`src/rtl/spi_slave_pkg.sv`:
```
// Shared types and frame-layout constants for the SPI slave register file.
package spi_slave_pkg;

    typedef enum logic [1:0] {
        IDLE,
        HEADER,
        DATA,
        DONE
    } state_e;

    localparam int HDR_BITS = 8;
    localparam int WR_BIT   = 7;

endpackage

```
`src/rtl/spi_sync_edge.sv`:
```
// Multi-flop synchroniser for one asynchronous SPI pin, with single-cycle
// rise/fall pulses derived from the synchronised level.
module spi_sync_edge #(
    parameter int STAGES = 2
) (
    input  logic clk,
    input  logic reset_n,
    input  logic d_i,
    output logic q_o,
    output logic rise_o,
    output logic fall_o
);

    logic [STAGES-1:0] sync_q;
    logic              dly_q;

    // Resetting to 0 means a chip select held low across reset produces no
    // fall, so the link only re-arms on a genuine cs fall afterwards.
    always_ff @(posedge clk or negedge reset_n) begin
        if (!reset_n) begin
            sync_q <= '0;
            dly_q  <= 1'b0;
        end else begin
            // NOTE: non-blocking assignments let every flop sample the previous
            // stage's old value, which is what makes this a shift chain.
            sync_q <= {sync_q[STAGES-2:0], d_i};
            dly_q  <= sync_q[STAGES-1];
        end
    end

    assign q_o    = sync_q[STAGES-1];
    assign rise_o = q_o & ~dly_q;
    assign fall_o = ~q_o & dly_q;

endmodule

```
`src/rtl/spi_slave_regfile.sv`:
```
// SPI mode-0 slave exposing NUM_RD status words and NUM_WR control registers.
// Define SPI_SLAVE_BURST_EN to allow several auto-incrementing words per frame.
module spi_slave_regfile
    import spi_slave_pkg::*;
#(
    parameter int DATA_W      = 32,
    parameter int ADDR_W      = 4,
    parameter int NUM_RD      = 16,
    parameter int NUM_WR      = 16,
    parameter int SYNC_STAGES = 2
) (
    input  logic                     clk,
    input  logic                     reset_n,
    input  logic                     spi_clk,
    input  logic                     spi_cs_n,
    input  logic                     spi_mosi,
    output logic                     spi_miso,
    input  logic [NUM_RD*DATA_W-1:0] rd_data,
    output logic [NUM_WR*DATA_W-1:0] wr_data,
    output logic [NUM_WR-1:0]        wr_strobe,
    output logic                     frame_err
);

    localparam int              CNT_W     = $clog2(DATA_W + 1);
    localparam logic [CNT_W-1:0] HDR_LAST  = CNT_W'(HDR_BITS - 1);
    localparam logic [CNT_W-1:0] HDR_END   = CNT_W'(HDR_BITS);
    localparam logic [CNT_W-1:0] WORD_LAST = CNT_W'(DATA_W - 1);

    logic sclk_rise, sclk_fall, sclk_lvl_unused;
    logic cs_rise, cs_fall, cs_lvl_unused;
    logic mosi_s, mosi_rise_unused, mosi_fall_unused;

    spi_sync_edge #(.STAGES(SYNC_STAGES)) u_sync_sclk (
        .clk(clk), .reset_n(reset_n), .d_i(spi_clk),
        .q_o(sclk_lvl_unused), .rise_o(sclk_rise), .fall_o(sclk_fall)
    );

    spi_sync_edge #(.STAGES(SYNC_STAGES)) u_sync_cs (
        .clk(clk), .reset_n(reset_n), .d_i(spi_cs_n),
        .q_o(cs_lvl_unused), .rise_o(cs_rise), .fall_o(cs_fall)
    );

    spi_sync_edge #(.STAGES(SYNC_STAGES)) u_sync_mosi (
        .clk(clk), .reset_n(reset_n), .d_i(spi_mosi),
        .q_o(mosi_s), .rise_o(mosi_rise_unused), .fall_o(mosi_fall_unused)
    );

    state_e              state_q, state_d;
    logic [CNT_W-1:0]    cnt_q, cnt_d;
    logic [DATA_W-1:0]   rx_q, rx_d;
    logic [DATA_W-1:0]   tx_q, tx_d;
    logic [ADDR_W-1:0]   addr_q, addr_d;
    logic                wr_q, wr_d;
    logic                pend_q, pend_d;
    logic                miso_q, miso_d;
    logic                err_q, err_d;
    logic                commit;
    logic [DATA_W-1:0]   rx_word;
    logic [DATA_W-1:0]   rd_sel;
    logic                addr_in_wr;
    logic [NUM_WR-1:0]   strobe_d, strobe_q;
    logic [NUM_WR*DATA_W-1:0] wr_data_q;

    // Out-of-range reads return zero; this is the snapshot taken at load time.
    always_comb begin
        rd_sel     = '0;
        addr_in_wr = 1'b0;
        for (int i = 0; i < NUM_RD; i++) begin
            if (int'(addr_q) == i) rd_sel = rd_data[i*DATA_W +: DATA_W];
        end
        for (int i = 0; i < NUM_WR; i++) begin
            if (int'(addr_q) == i) addr_in_wr = 1'b1;
        end
    end

    always_comb begin
        // NOTE: every output gets a default first so no path leaves one unassigned,
        // which would otherwise infer a latch.
        state_d = state_q;
        cnt_d   = cnt_q;
        rx_d    = rx_q;
        tx_d    = tx_q;
        addr_d  = addr_q;
        wr_d    = wr_q;
        pend_d  = pend_q;
        miso_d  = miso_q;
        err_d   = 1'b0;
        commit  = 1'b0;
        rx_word = {rx_q[DATA_W-2:0], mosi_s};

        unique case (state_q)
            IDLE: begin
                miso_d = 1'b0;
                if (cs_fall) begin
                    state_d = HEADER;
                    cnt_d   = '0;
                    rx_d    = '0;
                    tx_d    = '0;
                    pend_d  = 1'b0;
                end
            end
            HEADER: begin
                if (cs_rise) begin
                    err_d   = pend_q;
                    state_d = IDLE;
                    miso_d  = 1'b0;
                end else if (sclk_rise && cnt_q != HDR_END) begin
                    rx_d   = rx_word;
                    cnt_d  = cnt_q + CNT_W'(1);
                    pend_d = 1'b1;
                    if (cnt_q == HDR_LAST) begin
                        addr_d = rx_word[ADDR_W-1:0];
                        wr_d   = rx_word[WR_BIT];
                    end
                end else if (sclk_fall && cnt_q == HDR_END) begin
                    miso_d  = rd_sel[DATA_W-1];
                    tx_d    = {rd_sel[DATA_W-2:0], 1'b0};
                    rx_d    = '0;
                    cnt_d   = '0;
                    state_d = DATA;
                end
            end
            DATA: begin
                if (cs_rise) begin
                    err_d   = pend_q;
                    state_d = IDLE;
                    miso_d  = 1'b0;
                end else if (sclk_rise) begin
                    rx_d   = rx_word;
                    pend_d = 1'b1;
                    if (cnt_q == WORD_LAST) begin
                        commit = wr_q && addr_in_wr;
                        pend_d = 1'b0;
                        cnt_d  = '0;
`ifdef SPI_SLAVE_BURST_EN
                        addr_d = addr_q + ADDR_W'(1);
`else
                        state_d = DONE;
                        miso_d  = 1'b0;
`endif
                    end else begin
                        cnt_d = cnt_q + CNT_W'(1);
                    end
                end else if (sclk_fall) begin
                    // A fall at bit 0 only occurs between burst words: reload.
                    if (cnt_q == '0) begin
                        miso_d = rd_sel[DATA_W-1];
                        tx_d   = {rd_sel[DATA_W-2:0], 1'b0};
                    end else begin
                        miso_d = tx_q[DATA_W-1];
                        tx_d   = {tx_q[DATA_W-2:0], 1'b0};
                    end
                end
            end
            DONE: begin
                miso_d = 1'b0;
                if (cs_rise) state_d = IDLE;
            end
            default: state_d = IDLE;
        endcase
    end

    always_comb begin
        strobe_d = '0;
        for (int i = 0; i < NUM_WR; i++) begin
            if (commit && int'(addr_q) == i) strobe_d[i] = 1'b1;
        end
    end

    always_ff @(posedge clk or negedge reset_n) begin
        if (!reset_n) begin
            state_q <= IDLE;
            cnt_q   <= '0;
            rx_q    <= '0;
            tx_q    <= '0;
            addr_q  <= '0;
            wr_q    <= 1'b0;
            pend_q  <= 1'b0;
            miso_q  <= 1'b0;
            err_q   <= 1'b0;
        end else begin
            state_q <= state_d;
            cnt_q   <= cnt_d;
            rx_q    <= rx_d;
            tx_q    <= tx_d;
            addr_q  <= addr_d;
            wr_q    <= wr_d;
            pend_q  <= pend_d;
            miso_q  <= miso_d;
            err_q   <= err_d;
        end
    end

    // NOTE: the control registers are plain flops driving live outputs, so
    // they are reset; a RAM-style array would normally be left unreset.
    always_ff @(posedge clk or negedge reset_n) begin
        if (!reset_n) begin
            wr_data_q <= '0;
            strobe_q  <= '0;
        end else begin
            strobe_q <= strobe_d;
            for (int i = 0; i < NUM_WR; i++) begin
                if (strobe_d[i]) wr_data_q[i*DATA_W +: DATA_W] <= rx_word;
            end
        end
    end

    assign spi_miso  = miso_q;
    assign wr_data   = wr_data_q;
    assign wr_strobe = strobe_q;
    assign frame_err = err_q;

endmodule

```
`config.mk`:
```
export PLATFORM = sky130hd
export DESIGN_NAME = spi_slave_regfile
export DESIGN_NICKNAME = d
export VERILOG_FILES = /design/src/rtl/spi_slave_pkg.sv /design/src/rtl/spi_sync_edge.sv /design/src/rtl/spi_slave_regfile.sv
export SDC_FILE = /design/constraint.sdc
export NUM_CORES = 1
export LEC_CHECK = 0
export CORE_AREA = 2 2 408 410
export DETAILED_ROUTE_END_ITERATION = 8
export DIE_AREA = 0 0 410 412
export GPL_TIMING_DRIVEN = 0
export PLACE_DENSITY = 0.36
export SETUP_SLACK_MARGIN = 0.02
export SYNTH_ARGS = -nofsm -noshare
export SYNTH_HDL_FRONTEND = slang
export SYNTH_SLANG_ARGS = --single-unit
```
`constraint.sdc`:
```
create_clock -name clk -period 2.9 [get_ports clk]
set_input_delay 0.435 -clock clk [delete_from_list [all_inputs] [get_ports clk]]
set_output_delay 0.435 -clock clk [all_outputs]
set_load 0.02 [all_outputs]
```
### After elaboration in Yosys (flattened, before gate mapping)

Cells that the tools add are included.

* bitwise gates (word level): 9
* mux-type cells: 102
* add/sub/neg operators: 1
* reduce and logical (&&, ||, !) cells: 31
* eq/ne operators: 39

Operators with widths (count)
* $mux 32: 24
* $mux 31: 5
* $pmux 32 s3: 1
* $pmux 31 s3: 1
* $mux 1: 52
* $mux 6: 7
* $eq 4x4->1 const B: 8
* $ne 2x2->1 const B: 10
* $logic_and 1x1->1: 19
* $pmux 6 s3: 1
* $reduce_and 6->1: 3
* $eq 4x3->1 const B: 4
* $mux 2: 8
* $ne 3x3->1 const B: 5
* $eq 4x2->1 const B: 2
* $ne 4x4->1 const B: 2
* $pmux 2 s4: 1
* $reduce_and 4->1: 2
* $reduce_and 8->1: 1
* $add 6x1->6 const B: 1
* $eq 6x3->1 const B: 1
* $eq 6x4->1 const B: 1
* $eq 6x5->1 const B: 1
* $logic_not 6->1: 1
* 11 further kinds: 21

* register bits: 615

### Depth between registers and ports, before layout

* depth in word-level cells: 24
* mapped depth: 11

### Hierarchy

From an unflattened synthesis, not the netlist that was laid out.

* cells, all modules: 2250
* area, all modules: 28451.0 um^2

By module, submodules not included
* spi_slave_regfile: cells each 2235, area an instance 28180.8 um^2, instances 1, seq. area each 15164.5 um^2
* spi_sync_edge: cells each 5, area an instance 90.1 um^2, instances 3, seq. area each 75.1 um^2

### Worst setup path before layout

No wires, ideal clock.

* path kind: reg2reg
* start: reg cnt_q[0]
* end: reg wr_data_q[103], in the netlist wr_data[103]
* data required time: 2.772 ns
* library setup time: 0.128 ns
* stages on the path, launching flop included: 10
* arrival time: 2.244 ns
* slack: 0.529 ns
* cells stage by stage: dfrtp_1 > ha_1 > nand2_2 > nor3_4 > nand4_2 > or3_1 > buf_4 > nor2_8 > buf_6 > mux2_1

* word-level cells in the longest chain between the ends: 7

Ends and longest elaborated chain
* start, declared: RTL line spi_slave_regfile.sv:49 `logic [CNT_W-1:0] cnt_q, cnt_d;`
* start signal, assigned: RTL line spi_slave_regfile.sv:183 `cnt_q <= cnt_d;`
* $eq 6x5->1: RTL line spi_slave_regfile.sv:131 `if (cnt_q == WORD_LAST) begin`
* $mux 1: RTL line spi_slave_regfile.sv:131
* $mux 1: RTL line spi_slave_regfile.sv:128 `end else if (sclk_rise) begin`
* $mux 1: RTL line spi_slave_regfile.sv:124 `if (cs_rise) begin`
* $mux 1: RTL line spi_slave_regfile.sv:91 `unique case (state_q)`
* $logic_and 1x1->1: RTL line spi_slave_regfile.sv:166 `if (commit && int'(addr_q) == i) strobe_d[i] = 1'b1;`
* $mux 1: RTL line spi_slave_regfile.sv:166
* end signal, assigned by index: RTL line spi_slave_regfile.sv:203 `if (strobe_d[i]) wr_data_q[i*DATA_W +: DATA_W] <= rx_word;`
* end, declared: RTL line spi_slave_regfile.sv:62 `logic [NUM_WR*DATA_W-1:0] wr_data_q;`

Every way passes these cells.
A chain may end at the register's enable or synchronous reset.

### Final worst setup path

* start: reg addr_q[1]
* end: reg tx_q[30]

* word-level cells in the longest chain between the ends: 22
* elaborated cells between the ends (all ways): 40
* those cells by class: 15 x eq/ne; 24 x mux; 1 x reduce/logical

Ends and longest elaborated chain
* start, declared: RTL line spi_slave_regfile.sv:52 `logic [ADDR_W-1:0] addr_q, addr_d;`
* start signal, assigned: RTL line spi_slave_regfile.sv:186 `addr_q <= addr_d;`
* $logic_not 4->1: RTL line spi_slave_regfile.sv:69 `if (int'(addr_q) == i) rd_sel = rd_data[i*DATA_W +: DATA_W];`
* $mux 32 (15 in a row): RTL line spi_slave_regfile.sv:69
* $mux 32 (*): RTL line spi_slave_regfile.sv:69
* $mux 32: RTL line spi_slave_regfile.sv:146 `if (cnt_q == '0) begin`
* $mux 32: RTL line spi_slave_regfile.sv:144 `end else if (sclk_fall) begin`
* $mux 32: RTL line spi_slave_regfile.sv:128
* $mux 32: RTL line spi_slave_regfile.sv:124
* $pmux 32 s3 (*): RTL line spi_slave_regfile.sv:91
* end signal, assigned: RTL line spi_slave_regfile.sv:185 `tx_q <= tx_d;`
* end, declared: RTL line spi_slave_regfile.sv:51 `logic [DATA_W-1:0] tx_q, tx_d;`

Every way passes the cells marked *; elsewhere a longest branch is shown, timed or not. The select of a mux whose other input is x is not followed.

==> metrics.md <==
| Metric | Value |
|---|---|
| Status | finished, violations left |
| Failing checks | setup timing |
| Combinational group share of total power | 0.143 |
| Post-synth ARST share | 1.00 |
| GP Congestion | 0.992 |
| Initial antenna violation count | 42 |
| Final worst path period share | 1.03 |
| CP required | 3.46 ns |
| First-pass GRT wire length | 258,000 um |
| Peak VDD IR | 385 uV |
| Clock buffer depth | 3 |
| Fmax | 0.334 GHz |
| Layout cells sized above 1 | 0.259 |
| Sequential Power Share | 0.408 |
| Final Util | 0.281 |
| Drt wl/cell | 34.5 um |
| Power Density | 479 mW/mm^2 |
| Drt pass-1 iters | 5 |
| Nets | 3,944 |
| CP startpoint kind | flip-flop |
| WS Path Type | reg -> reg |
| Net switching power | 6.20 mW |
| Vias in the first global route | 26.5k |
| Max incr delay on CP | 0.43 ns |
| Largest net degree at the start of global routing | 107 |
| H-tree levels | 3 |
| Number of clock sinks | 614 |
| Slew Limit Headroom | 0.268 |
| Top_reg_cell synth | dfrtp_1 |
| WL final | 196,000 um |
| Hold Crit Class | in -> reg |
| Place WS | -2.47 ns |
| Gr ovfl total | 0 |
| Synthesis-to-finish area growth | 61.2% |
| Unrepaired setup endpoints after global routing | yes |
| Die Wd | 410 um |
| Synth unique cells | 81 |
| Die area | 0.169 mm^2 |
| CTS Root Cell | clkbuf_16 |
| Final setup fails | 5 |
| Register area share after synthesis | 0.537 |
| Clock latency on the worst-skew pair | 0.68 ns |
| Final min period | 2.99 ns |
| WP data arrival | 3.56 ns |
| Initial core utilization | 0.174 |
| Leakage Power | 19.8 nW |
| Switching share of power | 0.280 |
| Cells after Synth | 2,241 |
| Vias | 25.7k |
| Slowest-stage cell, CP | dfrtp_2 |
| Slew Limit Fails | 0 |
| Placed cell count | 5,486 |
| Vias per Instance | 4.51 |
| Worst-Margin Slew | 1.10 ns |
| Synthesis-stage register bit count | 614 |
| TritonCTS clock tree | done |
| Fin. Hold Viols | 0 |
| Nature of the critical path endpoint | flip-flop |
| Post-synth EDFFs | 0 |
| HPWL Detailed | 156,000 um |
| Final std cells w/o fill | 5,685 |
| CTS Buf Count | 79 |
| Ports | 1,047 |
| DRC viols | 0 |
| Drt initial violations | 2,098 |
| Max-cap violations | 0 |
| Clock power frac | 0.448 |
| CP Max Fanout | 10 |
| Design internal power | 15.9 mW |
| Ys Warns | 0 |
| Remaining antenna violation count | 0 |
| IO Port Bufs | 1,046 |
| Die H | 412 um |
| Final WS setup | -0.0944 ns |
| Syn Area/Cell | 12.8 um^2 |
| Clk slew on worst S/H paths | 0.06 ns |
| Post-synthesis cell area | 0.0286 mm^2 |
| CP cell instances | buf_8 > nor2b_4 > clkbuf_4 > nand2_1 > clkbuf_2 > o22ai_2 > a31oi_1 > a31o_2 |
| Tot GR Track Use | 0.226 |
| # rows | 149 |
| Core ar. | 0.164 mm^2 |
| Syn Nets | 2,766 |
| Clock Skews | 0.0223 ns |
| Worst reg2reg setup slack | -0.09 ns |
## synth_stat cells, drive strengths merged (25+ instances only)
cell type / instances / area share
nand2: 113 / 0.015
mux2i: 49 / 0.017
o21ai: 105 / 0.018
mux4: 26 / 0.020
a21oi: 77 / 0.013
buf: 107 / 0.022
a22o: 41 / 0.013
dfrtp: 614 / 0.54
clkbuf: 91 / 0.012
mux2: 538 / 0.21
nor3: 25 / 0.0063
nor2: 66 / 0.011
## power groups by stage
stage | logic, mW | clock network [mW] | registers (mW)
after floorplan | 1.19 | 0 | 9.07
after global placement | 2.96 | 0 | 9.20
after detailed placement | 2.97 | 0 | 9.17
after CTS | 3.12 | 10.3 | 9.01
after global routing | 3.41 | 10.7 | 9.04
final | 3.17 | 9.92 | 9.03
## final timing paths
| path | cells after the start | to | startpoint |
|---|---|---|---|
| hold reg to reg | 0 | u_sync_mosi.sync_q[1] | u_sync_mosi.sync_q[0] |
| min in group asynchronous | 2 | wr_data[422] | reset_n |
| hold / removal | 1 | u_sync_mosi.sync_q[0] | spi_mosi |
| max in group asynchronous | 6 | wr_data[189] | reset_n |
| setup / recovery | 8 | tx_q[30] | addr_q[1] |
| setup reg to reg | 8 | tx_q[30] | addr_q[1] |
## area by class of cell
class                   instances  area (um^2)
flip-flops and latches        614        15400
diodes                         23         57.6
fillers                     17162       118000
clock buffers                 110         2240
repair buffers               1108        11300
inverters                      19         78.8
plain buffers                 187         1310
well taps                    2189         2740
multi-input cells            1410        12700
clock inverters                25          305
## logic make-up (layout without fill, tap and decap cells)
kind of cell	Yosys count	count (layout)	synth area share
flops	614	614	0.537
compound gates	465	465	0.114
buf+inv	217	1449	0.0361
simple gates	324	324	0.0605
fa+ha+maj	8	8	0.00350
other cells	0	23	0
mux	613	613	0.249
## through the flow
step	TNS (ns)	instance area, um^2	hold slack (ns)	power (mW)
5_1_grt	0	46100	0.167	23.1
4_1_cts	-0.206	45800	0.124	22.5
6_report	-0.156	46100	0.204	22.1
3_5_place_dp	-566.54	42100	0.338	12.1
2_1_floorplan	0	28600	0.139	10.3
3_3_place_gp	-	41800	0.334	12.2
## registers in the layout, summed over array words and instances (netlist names), 4 cells and up
name       count
wr_data      512
wr_strobe     16
cnt_q          6
tx_q          31
rx_q          31
addr_q         4
## critical path, delay by kind of cell, from the launching register on
kind | cells | cell delay (ns)
AOI/OAI and AO/OA | 3 | 0.79
buffers and inverters | 3 | 0.98
DFF | 1 | 0.43
and+or+nand+nor | 2 | 0.63
## placed cells by master, fill, tap and decap left out, drive strengths merged, types with 11 or more instances in the layout
master / Yosys / layout
nand2b: 19 / 19
a21oi: 77 / 77
mux4: 26 / 26
dfrtp: 614 / 614
clkinv: 3 / 17
a22o: 41 / 41
mux2: 538 / 538
buf: 107 / 170
o211ai: 11 / 11
diode: 0 / 23
o22ai: 21 / 21
mux2i: 49 / 49
o21ai: 105 / 105
nor2b: 19 / 19
and3: 16 / 16
o221ai: 20 / 20
nor2: 66 / 66
inv: 16 / 18
o31ai: 11 / 11
nand3: 20 / 20
nand2: 113 / 113
clkbuf: 91 / 189
a22oi: 22 / 22
a221oi: 18 / 18
a211oi: 23 / 23
a222oi: 11 / 11
clkdlybuf4s50: 0 / 1045
nor3: 25 / 25
## routing by layer
| layer | vias up | wire, um | track usage | share of wire |
|---|---|---|---|---|
| met3 | 208 | 21400 | 0.0917 | 0.11 |
| met4 | 12 | 4170 | 0.0534 | 0.021 |
| met1 | 13455 | 84100 | 0.299 | 0.43 |
| met5 | - | 76 | 0 | 0.00039 |
| li1 | 10714 | - | - | - |
| met2 | 1265 | 86600 | 0.344 | 0.44 |
## repair_timing
item,4_1_cts,5_1_grt
cloned,0,1
hold buffers,1,0
gates resized for setup,238,67
pin swaps,19,8
endpoints found under the hold margin,55,0
setup buffers,40,10
endpoints found under the setup margin,594,254
Power figures use the tool's default switching activity.
==> RTL edit (same settings) <==
Add a define of `SPI_SLAVE_BURST_EN`.
--- a/src/rtl/spi_slave_regfile.sv
+++ b/src/rtl/spi_slave_regfile.sv
@@ -2,2 +2,4 @@
 // Define SPI_SLAVE_BURST_EN to allow several auto-incrementing words per frame.
+`define SPI_SLAVE_BURST_EN
+
 module spi_slave_regfile
Formal check against the unedited RTL: same outputs for any inputs over 4 cycles, from zero or initial values and one cycle with reset_n low; that may be too few to reach the edited logic, so the function may still have changed.
==> RTL edit against the original RTL <==
- the run ends with design-rule violations left
- count of clock-buffer cells in the layout decreased by 2
- wire length rose by 0.97%
- sequential cell count unchanged
- critical endpoint is now tx_q[28]
- design area is 0.28% lower
- area after synthesis increased by 1.1%
- worst setup slack improved by 0.12 ns
- fmax is 4.0% higher
Power is not compared: it rests on default switching activity, and its combinational part moved more than twofold at a synthesized area within 25%.
==> RTL edit: results (changes against the original RTL) <==
| Metric | Value |
|---|---|
| Fin nets | `4239 (was 3944)` |
| Clock Tree Buf Depth | `3 (unchanged)` |
| Depth of the CTS H-tree | `3 (unchanged)` |
| Failing checks | `design-rule violations (was negative setup slack)` |
| Multi-input gate area | `12540 µm² (was 12730 µm²)` |
| Worst-Skew Late Latency | `0.70 ns (was 0.68 ns)` |
| Port bufs | `1046 (unchanged)` |
| Initial antenna violation count | `49 (was 42)` |
| Worst-Margin Slew | `1.119 ns (was 1.098 ns)` |
| Largest net degree at the start of global routing | `105 (was 107)` |
| Maximum VDD drop | `539.9 µV` |
| CTS clk-pin slew, worst paths | `0.06 ns (about the same)` |
| Asr flop ratio synth | `1.000 (unchanged)` |
| Met1 Routed Length | `79.26 mm (was 84.09 mm)` |
| Largest stage delay, worst path | `0.43 ns (about the same)` |
| Number of DRC markers in iteration 0 | `1857 (was 2098)` |
| Delay-heaviest family, CP | `buffers and inverters (unchanged)` |
| Sequential area share after synthesis | `0.5311 (was 0.5369)` |
| Met2 WL post-DR | `97.47 mm (was 86.60 mm)` |
| Placed cell areas | `42340 µm² (was 42070 µm²)` |
| Commonest cells post-synth | `dfrtp_1 (614), mux2_2 (328), nand2_1 (304) (was dfrtp_1 (614), mux2_2 (450), nand2_1 (112))` |
| Fillers | `17.35k (was 17.16k)` |
| Vias/cell | `4.485 (was 4.513)` |
| WL met3 | `15.52 mm (was 21.40 mm)` |
| Place WS | `-1.667 ns (was -2.470 ns)` |
| Top_reg_cell synth | `dfrtp_1 (unchanged)` |
| Leakage | `0.02053 µW` |
| RD Place Congestion | `1.004 (was 0.9921)` |
| Crit path max fanout | `10 (unchanged)` |
| Count of cell types in the netlist | `63 (was 81)` |
| CTS root buf | `clkbuf_16 (unchanged)` |
| Finished Cell Area | `46010 µm² (was 46140 µm²)` |
| Setup Skew | `0.07186 ns (was 0.02233 ns)` |
| Top cells by area, synth | `dfrtp_1 (53%), mux2_2 (13%), nand2_1 (3.9%), mux2_4 (3.0%), a21oi_1 (3.0%) (was dfrtp_1 (54%), mux2_2 (18%), mux2_1 (3.5%), mux4_2 (2.0%), o21ai_0 (1.8%))` |
| Final WL | `198.2 mm (was 196.3 mm)` |
| Sw frac | `0.4001` |
| Synthesized net count | `3102 (was 2766)` |
| Share of layout cells above drive strength 1 | `0.2119 (was 0.2594)` |
| Synthesis warning total | `0 (unchanged)` |
| Tot GR Track Use | `0.2275 (was 0.2265)` |
| Status | `complete, but fails checks (unchanged)` |
| Number of global-route vias before repair | `27.66k (was 26.48k)` |
| Worst hold path type | `in2async (was in2reg)` |
| Max Used Layer | `met5 (unchanged)` |
| Max reg flops | `512 (unchanged)` |
| DRT Pass-1 Iters | `7 (was 5)` |
| Worst hold margin | `0.1727 ns (was 0.2039 ns)` |
| Critical-path top delay cell | `dfrtp_1 (was dfrtp_2)` |
| First-pass GRT wire length | `261.2 mm (was 257.8 mm)` |
| Post-detail-place hpwl | `158.3 mm (was 155.8 mm)` |
| DRC viols | `3 (was 0)` |
| Crit path arrival time | `3.45 ns (was 3.56 ns)` |
| CTS Buf Count | `80 (was 79)` |
==> RTL edit: through the flow <==
| step | TNS, ns | cells |
|---|---|---|
| after floorplan | 0 | 2575 |
| after global placement | - | 5810 |
| after detailed placement | -198.00 | 5817 |
| after CTS | -0.2120 | 5959 |
| after global routing | -0.03230 | 5980 |
| final | 0 | 5990 |
==> RTL edit: repair_timing <==
item / CTS / global route
hold buffers: 1 / 0
hold endpoints to repair: 103 / 0
setup buffers: 2 / 6
pin swaps: 1 / 3
gates resized for setup: 206 / 114
endpoints found under the setup margin: 438 / 445
==> RTL edit: power by group through the flow <==
stage                     Sequential, µW  Combinational (µW)  Clock, µW
after floorplan                     8920                4900          0
final                               8810               11300      10800
after detailed placement            8960               10300          0
after global placement              8990               10300          0
after global routing                8820               11700      11500
after CTS                           8800               10900      11100
==> RTL edit: path summary, 6_finish.rpt <==
| kind | start | to | slack, ns | cells past startpoint |
|---|---|---|---|---|
| min reg2reg | u_sync_mosi.sync_q[0] | u_sync_mosi.sync_q[1] | 0.35 | 0 |
| max | addr_q[0] | tx_q[28] | 0.02 | 10 |
| max in group asynchronous | reset_n | wr_data[390] | 0.57 | 6 |
| min | reset_n | wr_data[440] | 0.17 | 2 |
| max reg2reg | addr_q[0] | tx_q[28] | 0.02 | 10 |
| min in group clk | spi_mosi | u_sync_mosi.sync_q[0] | 0.21 | 1 |
==> RTL edit: worst register-to-register path, stage by stage, from the launching register on <==
cell      delay, ns
dfrtp_1        0.43
inv_1          0.12
ha_1           0.24
clkbuf_4       0.32
or2_2          0.16
clkbuf_1       0.37
buf_2          0.40
a21oi_1        0.08
o22ai_1        0.30
nor3_1         0.09
a221o_1        0.33
==> RTL edit: cell type report <==
type,instances,area share
antenna,26,0.001414
inverter,57,0.004731
clock buffer,108,0.04973
clock inverter,37,0.01207
sequential,614,0.3339
timing repair buffer,1062,0.2336
buffer,258,0.03255
multi-input combinational,1639,0.2724
tap,2189,0.05952
==> RTL edit: cell families after synthesis <==
kind of cell,synth area share
compound gates,0.1451
fa+ha+maj,0.004325
simple gates,0.08576
flops,0.5311
mux,0.1840
buf+inv,0.04973
==> RTL edit: metal layers <==
layer	up-vias	track usage
met1	13922	0.2704
met5	-	0
met2	1079	0.3931
met3	239	0.06809
met4	16	0.06840
li1	11610	-
